File: config.mk
export PLATFORM = sky130hd
export DESIGN_NAME = matmul_result_drain_flat
export DESIGN_NICKNAME = d
export VERILOG_FILES = /design/src/rtl/matmul_pkg.sv /design/src/rtl/matmul_result_drain_if.sv /design/src/rtl/result_width_conv.sv /design/src/rtl/matmul_result_drain.sv /design/src/flat_wrapper.sv
export SDC_FILE = /design/constraint.sdc
export NUM_CORES = 1
export LEC_CHECK = 0
export ABC_CLOCK_PERIOD_IN_PS = 1700
export CAP_MARGIN = 30
export CELL_PAD_IN_SITES_DETAIL_PLACEMENT = 1
export CELL_PAD_IN_SITES_GLOBAL_PLACEMENT = 1
export CORE_MARGIN = 5
export CORE_UTILIZATION = 35
export CTS_BUF_LIST = sky130_fd_sc_hd__clkbuf_8 sky130_fd_sc_hd__clkbuf_16
export CTS_CLUSTER_SIZE = 10
export DETAILED_ROUTE_END_ITERATION = 10
export PLACE_DENSITY_LB_ADDON = 0.1
export SLEW_MARGIN = 5
export SYNTH_ARGS = -nofsm -noshare
export SYNTH_HDL_FRONTEND = slang
export SYNTH_HIERARCHICAL = 1
export SYNTH_SLANG_ARGS = --single-unit
File: constraint.sdc
create_clock -name clk -period 1.7 [get_ports clk]
set_input_delay 0.17 -clock clk [delete_from_list [all_inputs] [get_ports clk]]
set_output_delay 0.17 -clock clk [all_outputs]
set_load 0.02 [all_outputs]
File: src/rtl/matmul_pkg.sv
// Shared types and helpers for the matmul result drain path.
package matmul_pkg;

  localparam int DEF_ACC_W = 32;
  localparam int DEF_OUT_W = 32;

  typedef enum logic [0:0] {
    IDLE   = 1'b0,
    STREAM = 1'b1
  } drain_state_e;

  function automatic int idx_w(input int m, input int n);
    return $clog2(m * n) + 1;
  endfunction

endpackage

File: src/rtl/matmul_result_drain_if.sv
// Valid/ready result stream from the drain toward the AXI write side.
interface matmul_result_drain_if #(
  parameter int OUT_W = 32,
  parameter int IDX_W = 3
);
  logic                    m_valid;
  logic                    m_ready;
  logic signed [OUT_W-1:0] m_data;
  logic                    m_last;
  logic [IDX_W-1:0]        m_idx;
  logic                    sat_o;

  modport master (output m_valid, m_data, m_last, m_idx, sat_o, input m_ready);
  modport slave  (input m_valid, m_data, m_last, m_idx, sat_o, output m_ready);
endinterface

File: src/rtl/result_width_conv.sv
// Narrows one accumulator element to the stream width.
// RESULT_SAT_EN selects signed saturation; otherwise the upper bits are truncated.
module result_width_conv #(
  parameter int ACC_W = 32,
  parameter int OUT_W = 32
) (
  input  logic [ACC_W-1:0] acc,
  output logic [OUT_W-1:0] data,
  output logic             sat
);

`ifdef RESULT_SAT_EN
  localparam logic [ACC_W-1:0] MAX_V = {{(ACC_W-OUT_W+1){1'b0}}, {(OUT_W-1){1'b1}}};
  localparam logic [ACC_W-1:0] MIN_V = ~MAX_V;

  // Clamp to the signed range representable in OUT_W bits
  always_comb begin
    data = acc[OUT_W-1:0];
    sat  = 1'b0;
    if ($signed(acc) > $signed(MAX_V)) begin
      data = MAX_V[OUT_W-1:0];
      sat  = 1'b1;
    end else if ($signed(acc) < $signed(MIN_V)) begin
      data = MIN_V[OUT_W-1:0];
      sat  = 1'b1;
    end else begin
      data = acc[OUT_W-1:0];
      sat  = 1'b0;
    end
  end
`else
  logic unused_hi_s;

  assign data        = acc[OUT_W-1:0];
  assign sat         = 1'b0;
  assign unused_hi_s = ^acc;
`endif

endmodule

File: src/rtl/matmul_result_drain.sv
// Snapshots the core's C matrix on done_i and drains it row-major onto a stream.
// Optional saturation via the RESULT_SAT_EN macro (see result_width_conv).
module matmul_result_drain
  import matmul_pkg::*;
#(
  parameter int ACC_W = DEF_ACC_W,
  parameter int OUT_W = DEF_OUT_W,
  parameter int M     = 2,
  parameter int N     = 2
) (
  input  logic                               clk,
  input  logic                               rst,
  input  logic                               done_i,
  input  logic signed [M-1:0][N-1:0][ACC_W-1:0] C,
  output logic                               busy,
  output logic                               overflow,
  matmul_result_drain_if.master              m
);

  localparam int NUM   = M * N;
  localparam int IDX_W = idx_w(M, N);
  localparam int SEL_W = IDX_W - 1;
  localparam logic [IDX_W-1:0] LAST_IDX = IDX_W'(NUM - 1);
  localparam logic [0:0] ST_IDLE   = IDLE;
  localparam logic [0:0] ST_STREAM = STREAM;

  logic [0:0]                state_r;
  logic [NUM-1:0][ACC_W-1:0] snap_r;
  logic [IDX_W-1:0]          idx_r;
  logic                      valid_r;
  logic                      last_r;
  logic                      busy_r;
  logic                      ovf_r;

  logic                      hs_s;
  logic                      final_s;
  logic [IDX_W-1:0]          idx_nxt_s;
  logic [ACC_W-1:0]          elem_s;
  logic [OUT_W-1:0]          data_s;
  logic                      sat_s;

  // Handshake decode and current snapshot element
  always_comb begin
    hs_s      = valid_r && m.m_ready;
    final_s   = hs_s && last_r;
    idx_nxt_s = idx_r + {{(IDX_W-1){1'b0}}, 1'b1};
    elem_s    = snap_r[idx_r[SEL_W-1:0]];
  end

  // Drain FSM, index counter, snapshot and sticky overflow
  always_ff @(posedge clk) begin
    if (rst) begin
      state_r <= ST_IDLE;
      snap_r  <= '0;
      idx_r   <= '0;
      valid_r <= 1'b0;
      last_r  <= 1'b0;
      busy_r  <= 1'b0;
      ovf_r   <= 1'b0;
    end else begin
      case (state_r)
        ST_IDLE: begin
          if (done_i) begin
            snap_r  <= C;
            state_r <= ST_STREAM;
            idx_r   <= '0;
            valid_r <= 1'b1;
            busy_r  <= 1'b1;
            last_r  <= (NUM == 1);
          end else begin
            valid_r <= 1'b0;
          end
        end
        ST_STREAM: begin
          if (final_s) begin
            idx_r <= '0;
            // A done_i on the closing handshake restarts without a bubble
            if (done_i) begin
              snap_r <= C;
              last_r <= (NUM == 1);
            end else begin
              state_r <= ST_IDLE;
              valid_r <= 1'b0;
              busy_r  <= 1'b0;
              last_r  <= 1'b0;
            end
          end else begin
            if (hs_s) begin
              idx_r  <= idx_nxt_s;
              last_r <= (idx_nxt_s == LAST_IDX);
            end else begin
              idx_r <= idx_r;
            end
            if (done_i) begin
              ovf_r <= 1'b1;
            end else begin
              ovf_r <= ovf_r;
            end
          end
        end
        default: begin
          state_r <= ST_IDLE;
          valid_r <= 1'b0;
          busy_r  <= 1'b0;
          idx_r   <= '0;
          last_r  <= 1'b0;
        end
      endcase
    end
  end

  result_width_conv #(
    .ACC_W (ACC_W),
    .OUT_W (OUT_W)
  ) u_conv (
    .acc  (elem_s),
    .data (data_s),
    .sat  (sat_s)
  );

  assign m.m_valid = valid_r;
  assign m.m_data  = data_s;
  assign m.m_last  = last_r;
  assign m.m_idx   = idx_r;
  assign m.sat_o   = sat_s;
  assign busy      = busy_r;
  assign overflow  = ovf_r;

endmodule

File: src/flat_wrapper.sv
// flat-port wrapper written by rule: the top's interface ports become plain ports
module matmul_result_drain_flat import matmul_pkg::*;
#(
  parameter int ACC_W = DEF_ACC_W,
  parameter int OUT_W = DEF_OUT_W,
  parameter int M     = 2,
  parameter int N     = 2
)
  (clk, rst, done_i, C, busy, overflow, m_m_valid, m_m_data, m_m_last, m_m_idx, m_sat_o, m_m_ready);
  matmul_result_drain_if #(.OUT_W(OUT_W), .IDX_W(($clog2((M * N)) + 1))) m_i ();
  input  logic clk;
  input  logic rst;
  input  logic done_i;
  input  logic signed [M-1:0][N-1:0][ACC_W-1:0] C;
  output logic busy;
  output logic overflow;
  output wire logic [$bits(m_i.m_valid)-1:0] m_m_valid;
  output wire logic [$bits(m_i.m_data)-1:0] m_m_data;
  output wire logic [$bits(m_i.m_last)-1:0] m_m_last;
  output wire logic [$bits(m_i.m_idx)-1:0] m_m_idx;
  output wire logic [$bits(m_i.sat_o)-1:0] m_sat_o;
  input wire logic [$bits(m_i.m_ready)-1:0] m_m_ready;
  assign m_m_valid = m_i.m_valid;
  assign m_m_data = m_i.m_data;
  assign m_m_last = m_i.m_last;
  assign m_m_idx = m_i.m_idx;
  assign m_sat_o = m_i.sat_o;
  assign m_i.m_ready = m_m_ready;
  matmul_result_drain #(.ACC_W(ACC_W), .OUT_W(OUT_W), .M(M), .N(N)) u_core (.clk(clk), .rst(rst), .done_i(done_i), .C(C), .busy(busy), .overflow(overflow), .m(m_i));
endmodule
==> impl_results.md <==
- Max Clk Rate: 525 MHz
- # DRC: 0
- Vias in the first global route: 5835
- HP Class: input port to flop
- ANT nets after route: 0
- Clk Latency, worst-skew pair: 0.41 ns
- Routed WL: 18700 um
- CTS root buf: clkbuf_16
- Area contributors post-synth: dfxtp_1 (37%), nand2b_1 (22%), mux2i_1 (18%)
- Clock transition at the registers of the reported paths: 0.06 ns
- Largest net degree at the start of global routing: 96
- Sequential area share after synthesis: 37.2%
- Leakage: 3.79 nW
- Clk_skew: 0.00908 ns
- Antenna diodes: 0
- Distinct cell type count after synthesis: 26
- List of most frequent post-synthesis cells: nand2b_1 (261), dfxtp_1 (136), mux2i_1 (129)
- Leading area contributor after synthesis: dfxtp_1
- Via density: 4.62
- Final Cycle Share: 112%
- Status: complete, but fails checks
- Final nets: 960
- Die width: 155 um
- Max-Cap Viols: 0
- Clk sinks: 136
- CTS max path bufs: 2
- # rows: 52
- Global Route Usage Sum: 15.8%
- Boundary Pins: 172
- Ys Warns: 6
- Synthesis-to-finish area growth: 33.4%
- Origin of the critical flop-to-flop path: u_core/m.m_idx[0]
- Arr. time, crit path: 1.73 ns
- Worst r2r path cells: 6
- Final Worst Setup Slack: -0.204 ns
- Startpoint type of the worst setup path: flop
- IO Port Bufs: 170
- Reg2reg setup slack: 0.01 ns
- CTS tree: done
- Critical Path Sink: m_m_data[30]
- Drt pass-1 iters: 4
- Crit path capture type: output pin
- Worst Setup SP: u_core/m.m_idx[0]
- Final Max Tran Viols: 0
- Placed Cells: 1067
- Final cell count without fillers: 1105
- Crit Path Max Fanout: 10
- Final min period: 1.90 ns
- Synth Instances: 679
- Mapped cell area: 7310 um^2
- Worst path required time: 1.53 ns
- Violated checks: setup timing
- Syn_nets: 816
- Most common cell in the synthesized netlist: nand2b_1
- Die area: 23900 um^2
- H-tree Lvls: 4
- Core box area: 20400 um^2
- First-pass GRT wire length: 30100 um
- Total congestion overflow: 0
- Ys flop type: dfxtp_1
- Num CTS Buffers: 17
- Asr flop ratio synth: 0%
- VDD IR max: 0.546 mV
- Kind of critical path: flop to output pin
- Die Y: 155 um
- Gp weighted congestion: 0.748
- Initial antenna violation count: 2
- Initial DRC Count: 188
- Top-area cell type share of the netlist area: 37.2%
- Syn Area/Cell: 10.8 um^2
- Initial core utilization: 35.8%
- Seq cells post-synth: 136
- Post-synth EDFFs: 0
- DP Wirelength: 13500 um
- Wire per inst: 16.9 um
- Via count of the routed design: 5104
- Cell Pwr Density: 865 nW/um^2
- Final setup violation count: 32
- RSZ-0062 raised after global routing: true
- Total power draw: 8.44 mW
- Hold Fails Final Rpt: 0
- Share of post-route cells with drive strength above 1: 17.2%
- Capture point of the worst reg-to-reg path: u_core/m.m_idx[1]
-- worst min-delay path by stage --
| stage | from | end | slack (ns) | cells past startpoint |
|---|---|---|---|---|
| 2_1_floorplan | done_i | u_core/state_r | 0.29 | 2 |
| 3_3_place_gp | u_core/snap_r[61] | u_core/snap_r[61] | 0.46 | 2 |
| 3_5_place_dp | u_core/snap_r[53] | u_core/snap_r[53] | 0.46 | 2 |
| 4_1_cts | rst | u_core/snap_r[93] | 0.31 | 3 |
| 5_1_grt | C[116] | u_core/snap_r[116] | 0.32 | 3 |
| 6_report | rst | u_core/snap_r[93] | 0.33 | 3 |
-- placed cells by master (no fill, tap or decap), drive strengths merged, types with 2 or more instances in the layout --
cell / synthesis / final
mux2i: 129 / 129
or4: 3 / 3
nand2b: 261 / 261
a21oi: 6 / 6
clkinv: 0 / 6
ha: 5 / 5
mux4: 32 / 32
clkbuf: 31 / 20
inv: 4 / 6
dlygate4sd2: 0 / 3
o21ai: 5 / 5
clkdlybuf4s50: 0 / 133
nor2: 2 / 2
dfxtp: 136 / 136
clkinvlp: 0 / 2
a31oi: 2 / 2
buf: 54 / 73
-- cells by family (layout without fill, tap and decap cells) --
group / Yosys count / in the layout / share of synthesized area [%]
and+or+nand+nor: 272 / 272 / 23.4
muxes: 161 / 161 / 27.5
DFF: 136 / 136 / 37.2
buffers and inverters: 89 / 245 / 9.53
AOI/OAI and AO/OA: 15 / 15 / 1.45
adders and majority gates: 5 / 5 / 0.855
other: 1 / 1 / 0.0513
-- timing repair --
item	in CTS	in global routing
hold buffers	0	0
buffers inserted	5	3
gates resized for setup	174	14
cloned	1	0
pin swaps	0	0
setup endpoints to repair	36	35
-- per-stage QoR --
stage          hold WS (ns)  util [%]  worst slack [ns]  TNS (ns)  instance area (um^2)
2_1_floorplan         0.287         -            0.0126         0                  7330
3_3_place_gp          0.456      44.7            -0.206     -5.12                  9140
3_5_place_dp          0.465      44.7            -0.206     -6.54                  9140
4_1_cts               0.309      47.6            -0.247     -6.57                  9730
5_1_grt               0.317      47.8            -0.282     -7.75                  9760
6_report              0.331      47.8            -0.204     -5.44                  9760
-- routing by layer --
layer  wire [um]  GRT usage [%]
met5          26              0
met4         230           4.71
met3         885           4.41
met2        9140           26.3
met1        8440           20.0
-- area by class of cell --
type,instances,area [um^2]
Multi-Input combinational cell,454,3920
Tap cell,270,338
Timing Repair Buffer,210,2210
Clock inverter,11,82.6
Fill cell,2201,10700
Sequential cell,136,2730
Inverter,4,15.0
Clock buffer,20,467
-- where the power goes --
part           total, mW  switching (mW)  internal [mW]
Clock               3.46            1.37           2.09
Combinational       1.47           0.587          0.887
Sequential          3.51           0.114           3.39
Total               8.44            2.07           6.37
-- worst max-delay path, cell delays in order (launching register included) --
cell,delay (ns)
dfxtp_4,0.36
buf_12,0.13
buf_12,0.15
mux4_2,0.50
buf_2,0.18
-- state kept, by name, indices dropped and copies added (netlist names) --
| register | count |
|---|---|
| u_core/snap_r | 128 |
| u_core/state_r | 1 |
| u_core/overflow | 1 |
| u_core/m.m_valid | 1 |
| u_core/m.m_idx | 3 |
| u_core/busy | 1 |
| u_core/m.m_last | 1 |
No activity file was read; power rests on OpenSTA's default activity.
